<file path="src/rtl/pw_entry_fsm.sv">
// Four-press push-button password FSM feeding the character display (OUT) and LED timer control.
// Define PW_LOCKOUT_EN to add the LOCK state entered after MAX_FAIL consecutive failed entries.
module pw_entry_fsm #(
  parameter logic [1:0]  PW0            = 2'd0,
  parameter logic [1:0]  PW1            = 2'd1,
  parameter logic [1:0]  PW2            = 2'd3,
  parameter logic [1:0]  PW3            = 2'd2,
  parameter int unsigned HOLD_CYCLES    = 100_000_000,
  parameter int unsigned TIMEOUT_CYCLES = 500_000_000,
  parameter int unsigned LOCK_CYCLES    = 1_000_000_000,
  parameter int unsigned MAX_FAIL       = 3
) (
  input  logic       clkin,
  input  logic       reset,
  input  logic       a,
  input  logic       b,
  input  logic       c,
  input  logic       d,
  output logic [4:0] OUT,
  output logic       ledoff,
  output logic       unlocked,
  output logic       locked
);

  localparam int unsigned MAX_HT = (HOLD_CYCLES > TIMEOUT_CYCLES) ? HOLD_CYCLES : TIMEOUT_CYCLES;
`ifdef PW_LOCKOUT_EN
  typedef enum logic [2:0] {IDLE, ENTRY, OPEN, FAIL, LOCK} state_t;
  localparam int unsigned MAX_T = (LOCK_CYCLES > MAX_HT) ? LOCK_CYCLES : MAX_HT;
  localparam int          FW    = (MAX_FAIL < 1) ? 1 : $clog2(MAX_FAIL + 1);
`else
  typedef enum logic [2:0] {IDLE, ENTRY, OPEN, FAIL} state_t;
  localparam int unsigned MAX_T = MAX_HT;
`endif
  localparam int TW = $clog2(MAX_T + 1);

  localparam logic [TW-1:0] HOLD_LAST    = TW'(HOLD_CYCLES - 1);
  localparam logic [TW-1:0] TIMEOUT_LAST = TW'(TIMEOUT_CYCLES - 1);
`ifdef PW_LOCKOUT_EN
  localparam logic [TW-1:0] LOCK_LAST    = TW'(LOCK_CYCLES - 1);
  localparam logic [FW-1:0] FAIL_SAT     = FW'(MAX_FAIL);
  logic [FW-1:0] fail_cnt;
`endif

  state_t        state;
  logic [2:0]    digit_cnt;
  logic          mismatch;
  logic [TW-1:0] timer;
  logic [3:0]    level, prev, press;
  logic          armed;
  logic          press_any, multi, miss_now;
  logic [1:0]    idx, expected;

  // armed stays low for the first cycle after reset so a button held through reset is not a press.
  assign level     = {d, c, b, a};
  assign press     = armed ? (level & ~prev) : 4'b0000;
  assign press_any = |press;
  assign multi     = (press & (press - 4'd1)) != 4'd0;
  assign miss_now  = multi || (idx != expected);

  // NOTE: every always_comb output gets a default first, so no latch can be inferred.
  always_comb begin
    idx = 2'd0;
    for (int i = 0; i < 4; i++) begin
      if (press[i]) idx = 2'(i);
    end
    case (digit_cnt)
      3'd1:    expected = PW1;
      3'd2:    expected = PW2;
      3'd3:    expected = PW3;
      default: expected = PW0;
    endcase
  end

  // Display bundle {OUT, ledoff, unlocked} for the state being entered.
  function automatic logic [6:0] disp(state_t s, logic [2:0] cnt);
    case (s)
      ENTRY:   return {2'b00, cnt, 1'b0, 1'b0};
      OPEN:    return {5'd20, 1'b1, 1'b1};
      FAIL:    return {5'd21, 1'b1, 1'b0};
`ifdef PW_LOCKOUT_EN
      LOCK:    return {5'd22, 1'b1, 1'b0};
`endif
      default: return 7'd0;
    endcase
  endfunction

  // NOTE: sequential state uses non-blocking assignments only, and every register is reset.
  always_ff @(posedge clkin or posedge reset) begin
    if (reset) begin
      state                   <= IDLE;
      digit_cnt               <= 3'd0;
      mismatch                <= 1'b0;
      timer                   <= '0;
      prev                    <= 4'b0000;
      armed                   <= 1'b0;
      {OUT, ledoff, unlocked} <= 7'd0;
`ifdef PW_LOCKOUT_EN
      fail_cnt                <= '0;
      locked                  <= 1'b0;
`endif
    end else begin
      prev  <= level;
      armed <= 1'b1;
      case (state)
        IDLE: if (press_any) begin
          state                   <= ENTRY;
          digit_cnt               <= 3'd1;
          mismatch                <= miss_now;
          timer                   <= '0;
          {OUT, ledoff, unlocked} <= disp(ENTRY, 3'd1);
        end
        ENTRY: if (press_any) begin
          timer <= '0;
          if (digit_cnt == 3'd3) begin
            digit_cnt <= 3'd0;
            mismatch  <= 1'b0;
            if (mismatch || miss_now) begin
              state                   <= FAIL;
              {OUT, ledoff, unlocked} <= disp(FAIL, 3'd0);
`ifdef PW_LOCKOUT_EN
              if (fail_cnt != FAIL_SAT) fail_cnt <= fail_cnt + FW'(1);
`endif
            end else begin
              state                   <= OPEN;
              {OUT, ledoff, unlocked} <= disp(OPEN, 3'd0);
`ifdef PW_LOCKOUT_EN
              fail_cnt                <= '0;
`endif
            end
          end else begin
            digit_cnt               <= digit_cnt + 3'd1;
            mismatch                <= mismatch | miss_now;
            {OUT, ledoff, unlocked} <= disp(ENTRY, digit_cnt + 3'd1);
          end
        end else if (timer == TIMEOUT_LAST) begin
          state                   <= IDLE;
          digit_cnt               <= 3'd0;
          mismatch                <= 1'b0;
          timer                   <= '0;
          {OUT, ledoff, unlocked} <= disp(IDLE, 3'd0);
        end else begin
          timer <= timer + TW'(1);
        end
        OPEN, FAIL: if (timer == HOLD_LAST) begin
          timer <= '0;
`ifdef PW_LOCKOUT_EN
          if (state == FAIL && fail_cnt == FAIL_SAT) begin
            state                   <= LOCK;
            locked                  <= 1'b1;
            {OUT, ledoff, unlocked} <= disp(LOCK, 3'd0);
          end else
`endif
          begin
            state                   <= IDLE;
            {OUT, ledoff, unlocked} <= disp(IDLE, 3'd0);
          end
        end else begin
          timer <= timer + TW'(1);
        end
`ifdef PW_LOCKOUT_EN
        LOCK: if (timer == LOCK_LAST) begin
          state                   <= IDLE;
          timer                   <= '0;
          fail_cnt                <= '0;
          locked                  <= 1'b0;
          {OUT, ledoff, unlocked} <= disp(IDLE, 3'd0);
        end else begin
          timer <= timer + TW'(1);
        end
`endif
        default: begin
          state                   <= IDLE;
          digit_cnt               <= 3'd0;
          mismatch                <= 1'b0;
          timer                   <= '0;
          {OUT, ledoff, unlocked} <= 7'd0;
        end
      endcase
    end
  end

`ifndef PW_LOCKOUT_EN
  assign locked = 1'b0;
`endif

endmodule

</file>
<file path="config.mk">
export PLATFORM = sky130hd
export DESIGN_NAME = pw_entry_fsm
export DESIGN_NICKNAME = d
export VERILOG_FILES = /design/src/rtl/pw_entry_fsm.sv
export SDC_FILE = /design/constraint.sdc
export NUM_CORES = 1
export LEC_CHECK = 0
export ABC_AREA = 1
export CORE_UTILIZATION = 50
export CTS_BUF_LIST = sky130_fd_sc_hd__clkbuf_4
export CTS_CLUSTER_SIZE = 24
export DETAILED_ROUTE_END_ITERATION = 6
export GPL_TIMING_DRIVEN = 0
export HOLD_SLACK_MARGIN = 0.08
export PLACE_DENSITY = 0.8
export SLEW_MARGIN = 20
export SYNTH_ARGS = -nofsm -noshare
export SYNTH_HDL_FRONTEND = slang
export SYNTH_SLANG_ARGS = --single-unit
export TNS_END_PERCENT = 1
</file>
<file path="constraint.sdc">
create_clock -name clkin -period 1.45 [get_ports clkin]
set_input_delay 0.29 -clock clkin [delete_from_list [all_inputs] [get_ports clkin]]
set_output_delay 0.29 -clock clkin [all_outputs]
set_load 0.02 [all_outputs]
</file>
==> results of run 1 <==
[cell type report]
type	count	area, sq um
multi-input combinational	304	1830
fill	462	1760
tap	72	90.1
clock buffer	5	37.5
inverter	51	211
timing repair buffer	40	393
clock inverter	3	63.8
sequential	46	1160
buffer	7	71.3
[registers in the layout, summed over array words and instances (netlist names)]
signal,flops
ledoff,1
mismatch,1
timer,29
state,2
digit_cnt,3
armed,1
OUT,4
prev,4
unlocked,1
[cell usage after synthesis, drive strengths merged]
cell,count
nand2,130
nor2,55
inv,51
dfrtp,46
nand3,37
o21ai,26
nor3,12
xor2,10
nand4,8
o22ai,7
buf,6
ha,6
nand3b,4
xnor2,3
conb,2
a31o,1
and3,1
clkbuf,1
or2,1
[metal layers]
layer,part of all wire [%],GRT usage [%],vias up
met2,51,47.2,101
met4,3.3,11.3,0
met3,4.4,4.60,30
li1,-,-,1396
met5,0,0,-
met1,42,31.7,1378
[power groups by stage]
| stage | logic, W | clock network [W] | registers, W |
|---|---|---|---|
| 2_1_floorplan | 0.0000608 | 0 | 0.00132 |
| 3_3_place_gp | 0.0000887 | 0 | 0.00132 |
| 3_5_place_dp | 0.000101 | 0 | 0.00132 |
| 4_1_cts | 0.000109 | 0.000971 | 0.00130 |
| 5_1_grt | 0.000122 | 0.00103 | 0.00130 |
| 6_report | 0.000109 | 0.000971 | 0.00130 |
[timing repair]
| action | in CTS | in global routing |
|---|---|---|
| setup buffers | 22 | 4 |
| gates cloned | 1 | 1 |
| pin swaps | 9 | 11 |
| setup endpoints to repair | 46 | 41 |
| resized for setup | 57 | 49 |
[per-stage QoR]
| step | cell area (sq um) | power [W] | worst slack [ps] | utilization, % | hold slack (ps) |
|---|---|---|---|---|---|
| 6_report | 3850 | 0.00238 | -222 | 68.7 | 274 |
| 5_1_grt | 3850 | 0.00245 | -323 | 68.7 | 306 |
| 4_1_cts | 3660 | 0.00238 | -191 | 65.2 | 281 |
| 3_5_place_dp | 3220 | 0.00142 | -546 | 57.5 | 467 |
| 3_3_place_gp | 3200 | 0.00141 | -836 | 57.0 | 460 |
| 2_1_floorplan | 3000 | 0.00138 | -101 | - | 321 |
[path summary, 6_finish.rpt]
kind,from,to,slack (ps),depth (start not counted)
worst max-delay path,timer[1]$_DFFE_PP0N_,timer[2]$_DFFE_PP0N_,-220,11
worst min-delay path,reset,digit_cnt[1]$_DFFE_PP0P_,270,2
worst max register to register,timer[1]$_DFFE_PP0N_,timer[2]$_DFFE_PP0N_,-220,11
worst min register to register,OUT[1]$_DFFE_PP0P_,OUT[1]$_DFFE_PP0P_,490,2
max in group asynchronous,reset,timer[15]$_DFFE_PP0N_,660,3
min in group clkin,a,prev[0]$_DFF_PP0_,410,1
[cell families (layout without fill, tap and decap cells)]
family,Yosys count,count (layout),synth area share [%]
adder cells (fa/ha/maj),6,6,2.53
flip-flops,46,46,38.7
AND/OR/NAND/NOR,248,248,38.3
AO/OA/AOI/OAI,34,34,8.00
other,2,3,0.253
buffers and inverters,58,106,8.38
XOR/XNOR,13,13,3.83
==> results.py, run 1 <==
metrics = {
    "status": {
        "outcome": "finished with violations",
        "failed_checks": "negative setup slack",
    },
    "critical_path": {
        "crit_path_start_kind": "flip-flop",
        "cp_common_cell": "nand2_4",
        "crit_type": "reg2reg",
        "crit_buf_inv": 3,
        "end_kind": "flip-flop",
        "required_ps": 1710,
        "crit_fanout": 5,
        "crit_arrival_ps": 1940,
        "max_stage_delay_ps": 420,
        "cp_top_family": "simple AND/OR/NAND/NOR gates",
        "critical_path.slowest_cell": "dfrtp_1",
        "cp_cell_sequence": "ha_4 > nand3_4 > inv_4 > nand2_4 > nor2_1 > nand2_1 > nand2_4 > nand2_8 > inv_8 > clkbuf_16 > o22ai_2",
    },
    "clock_tree": {
        "clk_pin_slew_ps": 140,
        "ctsRootBufferMaster": "clkbuf_4",
        "cts_made_buffers": 5,
        "cts_tree": "built",
        "htreeDepth": 2,
        "insertion_delay_ps": 370,
        "cts_hold_buf": 0,
        "clockBufferDepth": 2,
        "clock-sinks": 46,
    },
    "timing": {
        "worst_slew_pin_slew_ps": 538,
        "slew_headroom_pct": 64.1,
        "finalHoldViolCount": 0,
        "post-route-worst-setup-slack_ps": -222,
        "rsz0062_at_grt": "yes",
        "post-route-min-period_ps": 1670,
        "fin_crit_sh_pct": 115,
        "finalMaxSlewViolations": 0,
        "skew_ps": 9.78,
        "setup_viol": 41,
        "fmax_mhz": 598,
        "timing.setup.tns_ps": -6740,
    },
    "global_routing": {
        "antenna_found_initial": 0,
        "grt_pass1_wl_microns": 12900,
        "grt_usage_pct": 26.7,
        "grt_max_degree": 25,
        "grt_pass1_vias": 2852,
        "grt_remaining_overflow": 0,
    },
    "synth": {
        "postSynthCellCount": 407,
        "synth.cell_area_sq_um": 2970,
        "synth_top_cell_by_area": "dfrtp_1",
        "yosys.area.top_type_share_pct": 38.7,
        "syn_area_per_cell_sq_um": 7.30,
        "yosys_warnings": 0,
        "synth_area_leaders": "dfrtp_1, nand2_1, nor2_1, inv_1, nand3_1",
        "yosysSeqAreaShare_pct": 38.7,
        "synth_seq_cells": 46,
        "synthDistinctLibCells": 33,
    },
    "power_and_ir_drop": {
        "ir_drop_mv": 0.518,
        "leakage_nw": 1.72,
        "comb_power_share_pct": 4.6,
        "clockPowerShare_pct": 40.9,
        "power.share.switching_pct": 21.5,
        "p_int_w": 0.00186,
        "power_density_nw_per_um2": 617,
        "power.switching_w": 0.000511,
        "pwr-share-seq_pct": 54.5,
    },
    "layout": {
        "fin_nets": 467,
        "layout_common_cells": "nand2_1, dfrtp_1, nor2_1, inv_1, buf_4",
        "antenna-diode-count": 0,
        "layout_commonest_cell": "nand2_1",
        "final_cells": 528,
        "syn_to_final_growth_pct": 29.6,
        "layout-drive-gt1-share_pct": 29.8,
    },
    "floorplanning": {
        "coreArea_sq_um": 5610,
        "rows": 27,
        "die_x_microns": 79.1,
        "die_height_microns": 79.1,
        "die_area_sq_um": 6260,
        "io_pins": 14,
        "initial_core_util_pct": 53.0,
    },
    "worst_hold_path": {
        "hold_class": "in2async",
    },
    "route": {
        "vias": 2905,
        "drc": 0,
        "routed_wl_microns": 7940,
        "viasPerCell": 5.50,
        "ant_nets": 0,
        "first_pass_iters": 5,
        "drtIter0Drc": 180,
        "wire_per_inst_microns": 15.0,
    },
    "placement": {
        "place_inst": 492,
        "routabilityCongestion": 0.918,
        "detailed_place_hpwl_microns": 5230,
        "port_buffers": 11,
    },
    "flow_run": {
        "drv_cap": 0,
    },
}
Power figures use the tool's default switching activity.
==> inputs of run 2 (changes only) <==
CORE_UTILIZATION = 57   (was 50)
PLACE_DENSITY = 0.88   (was 0.8)
==> run 2 against run 1 <==
- the flow still finishes with violations (negative setup slack)
- clock skew up 4.1 ps
- cell count down 0.76%
- hold slack worse by 110 ps
- global-route usage up 2.4 points
- flip-flop and latch count unchanged
- setup slack worse by 22 ps
- clock-buffer cell count unchanged
- critical path type unchanged
==> results.py, run 2 (synthesis results as in run 1) <==
metrics = {
    "timing": {
        "whs_ps": 164,
        "fmax_mhz": 590,
        "post-route-min-period_ps": 1690,
        "finalMaxSlewViolations": 0,
        "post-route-worst-setup-slack_ps": -244,
        "finalHoldViolCount": 0,
        "fin_crit_sh_pct": 117,
        "setup_viol": 40,
        "rsz0062_at_grt": "yes",
        "skew_ps": 13.9,
    },
    "critical_path": {
        "r2r-end": "timer[13]$_DFFE_PP0N_",
        "reg2reg_depth": 10,
        "crit_arrival_ps": 1960,
        "crit_type": "reg2reg",
        "crit_path_start_kind": "flip-flop",
        "r2r-start": "timer[0]$_DFFE_PP0N_",
        "end_kind": "flip-flop",
        "reg2reg_setup_slack_ps": -240,
        "crit_fanout": 5,
        "required_ps": 1720,
    },
    "power_and_ir_drop": {
        "p_int_w": 0.00152,
        "power_density_nw_per_um2": 543,
        "clockPowerShare_pct": 29.3,
        "ir_drop_mv": 0.522,
        "power.share.switching_pct": 24.3,
        "comb_power_share_pct": 6.1,
        "leakage_nw": 1.66,
        "pwr-share-seq_pct": 64.7,
        "power.switching_w": 0.000486,
    },
    "route": {
        "vias": 2964,
        "drtIter0Drc": 269,
        "first_pass_iters": 6,
        "drc": 0,
        "routed_wl_microns": 7750,
        "viasPerCell": 5.66,
        "ant_nets": 0,
        "wire_per_inst_microns": 14.8,
    },
    "clock_tree": {
        "ctsRootBufferMaster": "clkbuf_4",
        "clk_pin_slew_ps": 130,
        "cts_made_buffers": 5,
        "clock-sinks": 46,
        "insertion_delay_ps": 370,
        "htreeDepth": 2,
        "cts_tree": "built",
        "clockBufferDepth": 2,
    },
    "floorplanning": {
        "io_pins": 14,
        "rows": 25,
        "die_area_sq_um": 5510,
        "die_x_microns": 74.2,
        "die_height_microns": 74.2,
        "coreArea_sq_um": 4880,
        "initial_core_util_pct": 60.9,
    },
    "layout": {
        "regMostFlops": "timer",
        "layout-drive-gt1-share_pct": 25.4,
        "layout_commonest_cell": "nand2_1",
        "largest_reg_flops": 29,
        "fin_nets": 469,
        "final_cells": 524,
        "layout_common_cells": "nand2_1, dfrtp_1, inv_1",
        "antenna-diode-count": 0,
        "syn_to_final_growth_pct": 24.1,
    },
    "placement": {
        "routabilityCongestion": 0.908,
        "detailed_place_hpwl_microns": 5220,
        "port_buffers": 11,
        "place_inst": 487,
    },
    "global_routing": {
        "grt_remaining_overflow": 0,
        "met3_usage_pct": 5.56,
        "grt_usage_pct": 29.0,
        "use_met2_pct": 50.2,
        "grt_max_degree": 35,
        "grt_pass1_vias": 2674,
        "antenna_found_initial": 0,
        "top_usage_layer": "met2",
        "grtUsageMet1_pct": 35.6,
        "grt_pass1_wl_microns": 12000,
    },
    "status": {
        "failed_checks": "negative setup slack",
        "outcome": "finished with violations",
    },
    "flow_run": {
        "drv_cap": 0,
    },
    "worst_hold_path": {
        "hold_class": "in2async",
    },
}
run 2: layout make-up:
cell class | count | area (sq um)
multi-input combinational | 304 | 1740
fill | 351 | 1190
sequential | 46 | 1160
timing repair buffer | 42 | 383
inverter | 51 | 211
tap | 67 | 83.8
buffer | 7 | 70.1
clock buffer | 5 | 37.5
clock inverter | 2 | 10.0
run 2: worst max path at each step:
stage                              start               endpoint  cells after the start
finish              timer[0]$_DFFE_PP0N_  timer[13]$_DFFE_PP0N_                     10
global route        timer[1]$_DFFE_PP0N_  timer[18]$_DFFE_PP0N_                      7
CTS                 timer[1]$_DFFE_PP0N_  timer[18]$_DFFE_PP0N_                      7
detailed placement                     c   mismatch$_DFFE_PP0P_                     11
global placement                   reset  timer[20]$_DFFE_PP0N_                      2
floorplan           timer[0]$_DFFE_PP0N_   timer[5]$_DFFE_PP0N_                     11
run 2: repair_timing:
action | 4_1_cts | 5_1_grt
setup buffers | 11 | 17
resized for setup | 37 | 39
pin swaps | 7 | 7
hold endpoints to repair | 0 | 0
endpoints found under the setup margin | 47 | 41
cloned | 0 | 2
hold buffers | 0 | 0
run 2: per-layer routing:
metal  share of wire (%)  vias up  routed length [microns]
met5                   0        -                        0
met4                 3.6        0                      280
met3                 4.9       35                      379
met2                  52      124                     4000
met1                  40     1408                     3090
li1                    -     1397                        -
run 2: stage by stage:
step	setup slack [ps]	total power [W]	utilization, %	cell area [sq um]	setup TNS (ps)
after CTS	-200	0.00199	70.0	3420	-5080
final	-244	0.00200	75.6	3690	-7310
after global placement	-822	0.00141	65.4	3190	-53560
after floorplan	-101	0.00138	-	3000	-2050
after detailed placement	-574	0.00142	65.8	3210	-17180
after global routing	-326	0.00208	75.6	3690	-10600
run 2: worst max-delay path, cell delays in order, from the launching register on:
cell,delay (ps)
dfrtp_2,420
buf_4,120
buf_4,100
nand3_2,130
nor2_1,150
inv_1,110
nor2_4,130
inv_1,90
nor2_2,140
xnor2_1,130
o21ai_1,70
run 2: power by group through the flow:
stage	clock (W)	sequential (W)	combinational, W
after floorplan	0	0.00132	0.0000608
after global placement	0	0.00132	0.0000885
after detailed placement	0	0.00132	0.0000978
after CTS	0.000586	0.00130	0.000106
after global routing	0.000647	0.00130	0.000134
final	0.000586	0.00130	0.000121
